[src/rtl/uart_rx.sv]
// uart_rx: 8-bit UART receiver with a small receive FIFO and an rtr flow-control output.
// Latency: a byte is visible on valid_o/data_o one clk_i cycle after its mid-stop-bit sample.
// Backpressure: rtr_o drops once fewer than 2 entries are free; a byte arriving to a full FIFO is dropped (overrun_o).
//
// Ports:
//   clk_i        single clock, rising edge
//   rst_i        synchronous active-high reset
//   rx_i         asynchronous serial input, idle high
//   rtr_o        ready-to-receive, drives the peer's cts_i
//   data_o       FIFO head byte (8'h00 while empty)
//   valid_o      FIFO not empty
//   ready_i      consumer accepts data_o; pop when valid_o && ready_i
//   frame_err_o  one-cycle pulse: bad stop bit (or bad parity)
//   overrun_o    one-cycle pulse: good byte dropped because the FIFO was full
//
// Optional feature: define UART_RX_PARITY_EN for 8E1 framing (even parity bit
// between data and stop). Without it the receiver is 8N1.

module uart_rx #(
  parameter int CLK_DIV    = 16,
  parameter int FIFO_DEPTH = 4
) (
  input  logic       clk_i,
  input  logic       rst_i,
  input  logic       rx_i,
  output logic       rtr_o,
  output logic [7:0] data_o,
  output logic       valid_o,
  input  logic       ready_i,
  output logic       frame_err_o,
  output logic       overrun_o
);

  localparam int AW = (FIFO_DEPTH > 1) ? $clog2(FIFO_DEPTH) : 1;
  localparam int CW = AW + 1;
  localparam logic [15:0] HALF_M1 = 16'(CLK_DIV / 2 - 1);
  localparam logic [15:0] FULL_M1 = 16'(CLK_DIV - 1);
  localparam logic [CW-1:0] DEPTH_C   = CW'(FIFO_DEPTH);
  localparam logic [CW-1:0] RTR_LIMIT = CW'(FIFO_DEPTH - 2);

`ifdef UART_RX_PARITY_EN
  typedef enum logic [2:0] {IDLE, START, DATA, PARITY, STOP} state_t;
`else
  typedef enum logic [2:0] {IDLE, START, DATA, STOP} state_t;
`endif

  // ---------------------------------------------------------------
  // Synchronizer and start-edge detection
  // ---------------------------------------------------------------
  logic       rx_s1, rx_s2;
  logic       rx_prev;
  logic [1:0] warm;

  // The synchronizer flops come out of reset at 1, so for two cycles rx_s2
  // does not reflect the real line. warm[1] marks when it does; until then
  // rx_prev is held low so a line that is already low after reset never
  // looks like a fresh high-to-low transition.
  always_ff @(posedge clk_i) begin
    if (rst_i) begin
      rx_s1   <= 1'b1;
      rx_s2   <= 1'b1;
      rx_prev <= 1'b0;
      warm    <= 2'b00;
    end else begin
      rx_s1   <= rx_i;
      rx_s2   <= rx_s1;
      rx_prev <= rx_s2 & warm[1];
      warm    <= {warm[0], 1'b1};
    end
  end

  logic start_edge;
  assign start_edge = rx_prev & ~rx_s2;

  // ---------------------------------------------------------------
  // Receive FSM
  // ---------------------------------------------------------------
  state_t      state, state_d;
  logic [15:0] cnt, cnt_d;
  logic [2:0]  bit_idx, bit_d;
  logic [7:0]  shreg, shreg_d;
  logic        byte_done;
  logic        byte_good;
`ifdef UART_RX_PARITY_EN
  logic        par_bit, par_d;
`endif

  always_ff @(posedge clk_i) begin
    if (rst_i) begin
      state   <= IDLE;
      cnt     <= '0;
      bit_idx <= '0;
      shreg   <= '0;
`ifdef UART_RX_PARITY_EN
      par_bit <= 1'b0;
`endif
    end else begin
      state   <= state_d;
      cnt     <= cnt_d;
      bit_idx <= bit_d;
      shreg   <= shreg_d;
`ifdef UART_RX_PARITY_EN
      par_bit <= par_d;
`endif
    end
  end

  always_comb begin
    state_d   = state;
    cnt_d     = cnt;
    bit_d     = bit_idx;
    shreg_d   = shreg;
    byte_done = 1'b0;
    byte_good = 1'b0;
`ifdef UART_RX_PARITY_EN
    par_d     = par_bit;
`endif
    case (state)
      IDLE: begin
        if (start_edge) begin
          state_d = START;
          cnt_d   = HALF_M1;
        end
      end
      START: begin
        if (cnt == 16'd0) begin
          // Line back high at mid-start means it was a glitch.
          if (!rx_s2) begin
            state_d = DATA;
            cnt_d   = FULL_M1;
            bit_d   = 3'd0;
          end else begin
            state_d = IDLE;
          end
        end else begin
          cnt_d = cnt - 16'd1;
        end
      end
      DATA: begin
        if (cnt == 16'd0) begin
          shreg_d = {rx_s2, shreg[7:1]};
          cnt_d   = FULL_M1;
          if (bit_idx == 3'd7) begin
`ifdef UART_RX_PARITY_EN
            state_d = PARITY;
`else
            state_d = STOP;
`endif
          end else begin
            bit_d = bit_idx + 3'd1;
          end
        end else begin
          cnt_d = cnt - 16'd1;
        end
      end
`ifdef UART_RX_PARITY_EN
      PARITY: begin
        if (cnt == 16'd0) begin
          par_d   = rx_s2;
          cnt_d   = FULL_M1;
          state_d = STOP;
        end else begin
          cnt_d = cnt - 16'd1;
        end
      end
`endif
      STOP: begin
        // Decide at mid-stop and return to IDLE immediately so the next
        // start edge can be caught on the following cycle.
        if (cnt == 16'd0) begin
          byte_done = 1'b1;
`ifdef UART_RX_PARITY_EN
          byte_good = rx_s2 & ~(^shreg ^ par_bit);
`else
          byte_good = rx_s2;
`endif
          state_d   = IDLE;
        end else begin
          cnt_d = cnt - 16'd1;
        end
      end
      default: state_d = IDLE;
    endcase
  end

  // ---------------------------------------------------------------
  // Receive FIFO
  // ---------------------------------------------------------------
  logic [7:0]    mem [FIFO_DEPTH];
  logic [AW-1:0] wr_ptr, rd_ptr;
  logic [CW-1:0] count;
  logic          full, pop, push_ok, overrun_d;

  assign full      = (count == DEPTH_C);
  assign valid_o   = (count != '0);
  assign data_o    = valid_o ? mem[rd_ptr] : 8'h00;
  assign pop       = valid_o & ready_i;
  // A pop in the same cycle frees the slot, so a push into a full FIFO still lands.
  assign push_ok   = byte_good & (~full | pop);
  assign overrun_d = byte_good & full & ~pop;

  always_ff @(posedge clk_i) begin
    if (push_ok) begin
      mem[wr_ptr] <= shreg;
    end
  end

  always_ff @(posedge clk_i) begin
    if (rst_i) begin
      wr_ptr      <= '0;
      rd_ptr      <= '0;
      count       <= '0;
      rtr_o       <= 1'b0;
      frame_err_o <= 1'b0;
      overrun_o   <= 1'b0;
    end else begin
      if (push_ok) wr_ptr <= wr_ptr + AW'(1);
      if (pop)     rd_ptr <= rd_ptr + AW'(1);
      case ({push_ok, pop})
        2'b10:   count <= count + CW'(1);
        2'b01:   count <= count - CW'(1);
        default: count <= count;
      endcase
      // Two free entries leave room for a byte already in flight when rtr drops.
      rtr_o       <= (count <= RTR_LIMIT);
      frame_err_o <= byte_done & ~byte_good;
      overrun_o   <= overrun_d;
    end
  end

endmodule

[config.mk]
export PLATFORM = sky130hd
export DESIGN_NAME = uart_rx
export DESIGN_NICKNAME = d
export VERILOG_FILES = /design/src/rtl/uart_rx.sv
export SDC_FILE = /design/constraint.sdc
export NUM_CORES = 1
export LEC_CHECK = 0
export ABC_CLOCK_PERIOD_IN_PS = 3340
export BUFFER_PORTS_ARGS = -buffer_cell sky130_fd_sc_hd__buf_4
export CORE_MARGIN = 2
export CORE_UTILIZATION = 55
export CTS_BUF_LIST = sky130_fd_sc_hd__clkbuf_4
export DETAILED_ROUTE_END_ITERATION = 6
export PLACE_DENSITY_LB_ADDON = 0.1
export SETUP_SLACK_MARGIN = 0.02
export SLEW_MARGIN = 20
export SYNTH_ARGS = -nofsm -noshare
export SYNTH_HDL_FRONTEND = slang
export SYNTH_SLANG_ARGS = --single-unit
export TNS_END_PERCENT = 100
[constraint.sdc]
create_clock -name clk_i -period 3.34 [get_ports clk_i]
set_input_delay 0.167 -clock clk_i [delete_from_list [all_inputs] [get_ports clk_i]]
set_output_delay 0.167 -clock clk_i [all_outputs]
set_load 0.005 [all_outputs]
# After elaboration in Yosys (flattened, before gate mapping)
# Memory sizes are Yosys's and may differ from the RTL's. A register that Yosys moved wholly into a read port is not among the register bits.
# Cells that the tools add are included.
# classes
reduce_logical	10
muxes	29
addsub	6
n_lt_le_gt_ge	1
n_eq_ne	16
bitwise_logic	12
# ops
op	count
$mux W16	5
$pmux W16 S4	1
$mux W3	9
$logic_not A16 Y1	1
$ne A2 B2 Y1 const B	8
$sub A16 B1 Y16 const B	1
$pmux W3 S2	2
$pmux W3 S4	1
$reduce_and A5 Y1	2
$mux W8	1
$and A1 B1 Y1	7
$mux W1	7
$add A3 B1 Y3 const B	2
$eq A3 B2 Y1 const B	2
$eq A3 B3 Y1 const B	2
$mux W2	3
$add A2 B1 Y2 const B	2
$not A1 Y1	4
$reduce_and A4 Y1	1
$reduce_bool A2 Y1	2
$reduce_bool A4 Y1	1
$eq A3 B1 Y1 const B	1
$le A3 B2 Y1 const B	1
$logic_not A3 Y1	1
other kinds (7)	7
# word_totals
mem_count	1
register_bits	45
mem_bits_rw	32
out_inout_bits	12
input_bits	4
elab_cells	90
# mem_list
memory	depth	width	rd	rd_ports_with_merged_regs	wr	line_no	text
mem	4	8	1	1	1	189	logic [7:0] mem [FIFO_DEPTH];

# Longest topological paths before layout
# depth
depth_word	6
depth_mapped	11
depth_no_buf	10

# Worst setup path before layout
# Ideal clock, no wire load.
# synth_timing
path_type	reg2reg
startpoint	reg cnt[0]
endpoint	reg count[2]
arrival_ns	2.327
stages_incl_launch_ff	12
required_ns	3.219
setup_slack_ns	0.892
path_cell_list	dfxtp_1 -> inv_1 -> ha_1 -> nor4b_4 -> and4_1 -> buf_4 -> a31oi_1 -> inv_1 -> fa_1 -> nor2_1 -> a22oi_2 -> mux2_4
# synth_between
elab_chain_len	6
elab_cells_between_ends	8
classes_between	eq/ne (2); mux (3); bitwise (1); reduce/logical (2)
# synth_lines
item	line_no	text
from (decl)	79	logic [15:0] cnt, cnt_d;
from (signal assigned)	99	cnt <= cnt_d;
$logic_not A16 Y1 *	170	if (cnt == 16'd0) begin
$mux W1 *	170	
$mux W1 *	118	case (state)
$and A1 B1 Y1 *	199	assign push_ok = byte_good & (~full | pop);
$eq A2 B1 Y1 / $eq A2 B2 Y1 (equally long branches)	219	case ({push_ok, pop})
$pmux W3 S2 / $reduce_bool A2 Y1 (equally long branches)	-	
to (signal assigned)	220	2'b10: count <= count + CW'(1);
to (signal assigned)	221	2'b01: count <= count - CW'(1);
to (signal assigned)	222	default: count <= count;
to (decl)	191	logic [CW-1:0] count;
# Mark *: on every way between the ends. The rest lies on a longest branch, timed or not.
# A chain may end at the register's enable or synchronous reset.

# Worst setup path after layout
# Same ends and word-level chain as after synthesis.

==> impl_results.md <==
- DRT iter0 DRCs: 176
- Post-DR wirelength/cell: 15.0 um
- Post-DP HPWL: 4180 um
- Top-area cell type share of the netlist area: 27.4%
- Core area: 0.00624 mm^2
- P&R area growth vs syn: 8.75%
- Inst Count DP: 393
- Slowest library cell on the worst path: dfxtp_1
- Initial Util: 56.2%
- Final setup viols: 0
- CP Class: reg2reg
- Post-CTS setup buffers: 0
- Sequential fraction of the synthesis area: 53.7%
- Vias per cell: 5.68
- DRC: 0
- Crit path required time: 3650 ps
- Detail Route Antenna Nets: 0
- Worst IR drop on VDD: 0.404 mV
- Fmax: 0.390 GHz
- Die height: 83.8 um
- Tcrit/Tclk final: 76.7%
- H-tree Lvls: 3
- Maximum clock path buffer count: 2
- Hold crit path type: in2reg
- Register clock-pin slew on the reported worst setup and hold paths: 120 ps
- GRT Total Usage: 18.9%
- Max-slew violations: 0
- Async set or reset register ratio after synthesis: 0%
- Layout cells sized above 1: 16.8%
- Clock latency on the worst-skew pair: 410 ps
- Top FF cell, synth: dfxtp_1
- DRT Pass-1 Iters: 5
- Crit end category: flop
- Die X: 83.8 um
- Root Buffer: clkbuf_4
- Initial antenna violation count: 0
- Ports: 16
- Minimum clock period: 2560 ps
- Final Power: 2.68 mW
- GP Congestion: 0.815
- Worst Path Max Fanout: 5
- Pwr dens: 703 mW/mm^2
- Layout Nets: 344
- Routed wire length: 6160 um
- WP data arrival: 2870 ps
- Clock skew: 11.7 ps
- Largest net degree at the start of global routing: 37
- Total die area: 0.00703 mm^2
- Non-Filler Instances: 410
- Clock sink count: 78
- # rows: 29
- Largest stage delay on the critical path: 410 ps
- Max-cap violations: 0
- CTS tree: built
- Worst-margin pin slew: 613 ps
- Overflow after GRT: 0
- Vias in the first global route: 2271
- Relative slew slack: 58.8%
- RSZ-0062 raised after global routing: no
- Most frequent CP cell: inv_1
- Status: finished, final reports clean
- Worst reg2reg setup slack: 780 ps
- Final setup TNS: 0 ps
- Area contributors post-synth: edfxtp_1 (27%), dfxtp_1 (26%), mux4_2 (5.1%)
- Leakage: 1.37 nW
- Via count: 2327
- I/O Buffers: 15
- Syn Area/Cell: 11.2 um^2
- First-pass GRT wire length: 10500 um
- Post-synth EDFFs: 32
- Synthesized netlist net count: 330
- Fin Hold WS: 85.4 ps
- Seq cells post-synth: 78
- Cell Area, Synth: 0.00350 mm^2
- Ant. Diodes: 0
- Critical path launch point type: flop
- Worst path cell trace: inv_1 > ha_1 > nor4b_4 > and4_1 > a31oi_1 > inv_1 > fa_1 > nor2_1 > a22oi_2 > mux2_4
- Synth warn: 0
- Area leader, netlist: edfxtp_1
- TritonCTS Buffers: 9
- CTS resizes: 0
- Final hold vios: 0
- Cell count after synthesis: 314
- Post-synth cell types: 56
-- cells in the mapped netlist, types with 2 or more instances --
cell type  instances
or3_1              3
and3_1             2
mux4_2             8
a21oi_2            2
o21ai_0            8
nor4_1             2
nor2_1            31
ha_1              11
nand4_1            3
buf_4              2
a31oi_1            2
and2_1            14
mux2i_1            2
o2111ai_1          2
a2111oi_0          2
nor4_2             2
o21ai_1            2
nand2b_1           3
nor2b_1            3
dfxtp_1           46
buf_2              4
xnor2_1            2
nand3_1           13
inv_1             11
or2_2              2
mux2_2             2
and4_1             2
clkbuf_1          10
a21oi_1           22
edfxtp_1          32
nand2_1           19
or4_1              5
xor2_1             9
a211oi_1           4
nor3_1             6
-- what timing repair did --
item	CTS	global route
hold buffers	1	0
hold endpoints to repair	1	0
setup endpoints to repair	0	0
-- area by class of cell --
class	count	area, um^2
timing repair buffer	19	145
clock buffer	10	75.1
multi-input combinational	209	1510
inverter	11	41.3
sequential	78	1880
clock inverter	6	62.6
tap	77	96.3
fill	522	2430
-- power breakdown --
part / internal [mW] / switching, mW / leakage (nW)
registers: 1.06 / 0.107 / 0.670
logic: 0.426 / 0.538 / 0.616
clock network: 0.236 / 0.318 / 0.0801
-- logic make-up (layout without fill, tap and decap cells) --
family	count (synthesis)	after routing	synth area share (%)
simple gates	119	119	19.2
flops	78	78	53.7
compound gates	54	54	9.85
buf+inv	27	46	3.25
mux	13	13	6.78
fa+ha+maj	12	12	4.50
xor+xnor	11	11	2.75
-- metrics by stage --
stage	setup slack, ps	cell area (um^2)	util, %
3_3_place_gp	884	3660	58.7
4_1_cts	782	3810	61.1
6_report	778	3810	61.1
5_1_grt	624	3810	61.1
3_5_place_dp	791	3660	58.7
2_1_floorplan	892	3500	-
-- worst paths after layout --
path | from | endpoint | cells after the start
worst min-delay path | ready_i | overrun_o | 3
worst max-delay path | cnt[0] | count[2] | 10
worst max register to register | cnt[0] | count[2] | 10
worst min register to register | rx_s1 | rx_s2 | 1
-- layout by cell type (no fill, tap or decap), types with 9 or more instances in the layout --
master / instances
edfxtp_1: 32
nand2_1: 19
buf_4: 18
ha_1: 11
nand3_1: 13
a21oi_1: 22
dfxtp_1: 46
nor2_1: 31
xor2_1: 9
and2_1: 14
inv_1: 11
clkbuf_4: 10
-- flip-flops by register name, summed over array words and instances, names as in the netlist, named ones only --
name,flops
cnt,16
state,2
mem,32
overrun_o,1
shreg,8
rx_s1,1
frame_err_o,1
warm,2
rd_ptr,2
rtr_o,1
rx_s2,1
rx_prev,1
wr_ptr,2
count,3
bit_idx,3
-- worst max-delay path, delay by kind of cell (launching register included) --
| kind | cells | cell delay (ps) |
|---|---|---|
| flops | 1 | 410 |
| simple gates | 3 | 530 |
| mux | 1 | 300 |
| buf+inv | 2 | 180 |
| fa+ha+maj | 2 | 650 |
| compound gates | 2 | 380 |
-- per-layer routing --
metal | up-vias | share of wire (%) | track usage (%)
li1 | 1168 | - | -
met1 | 1113 | 47 | 23.8
met2 | 41 | 49 | 30.6
met3 | 5 | 3.3 | 4.95
met4 | 0 | 0.86 | 8.65
met5 | - | 0 | 0
(Power assumes the default switching activity.)
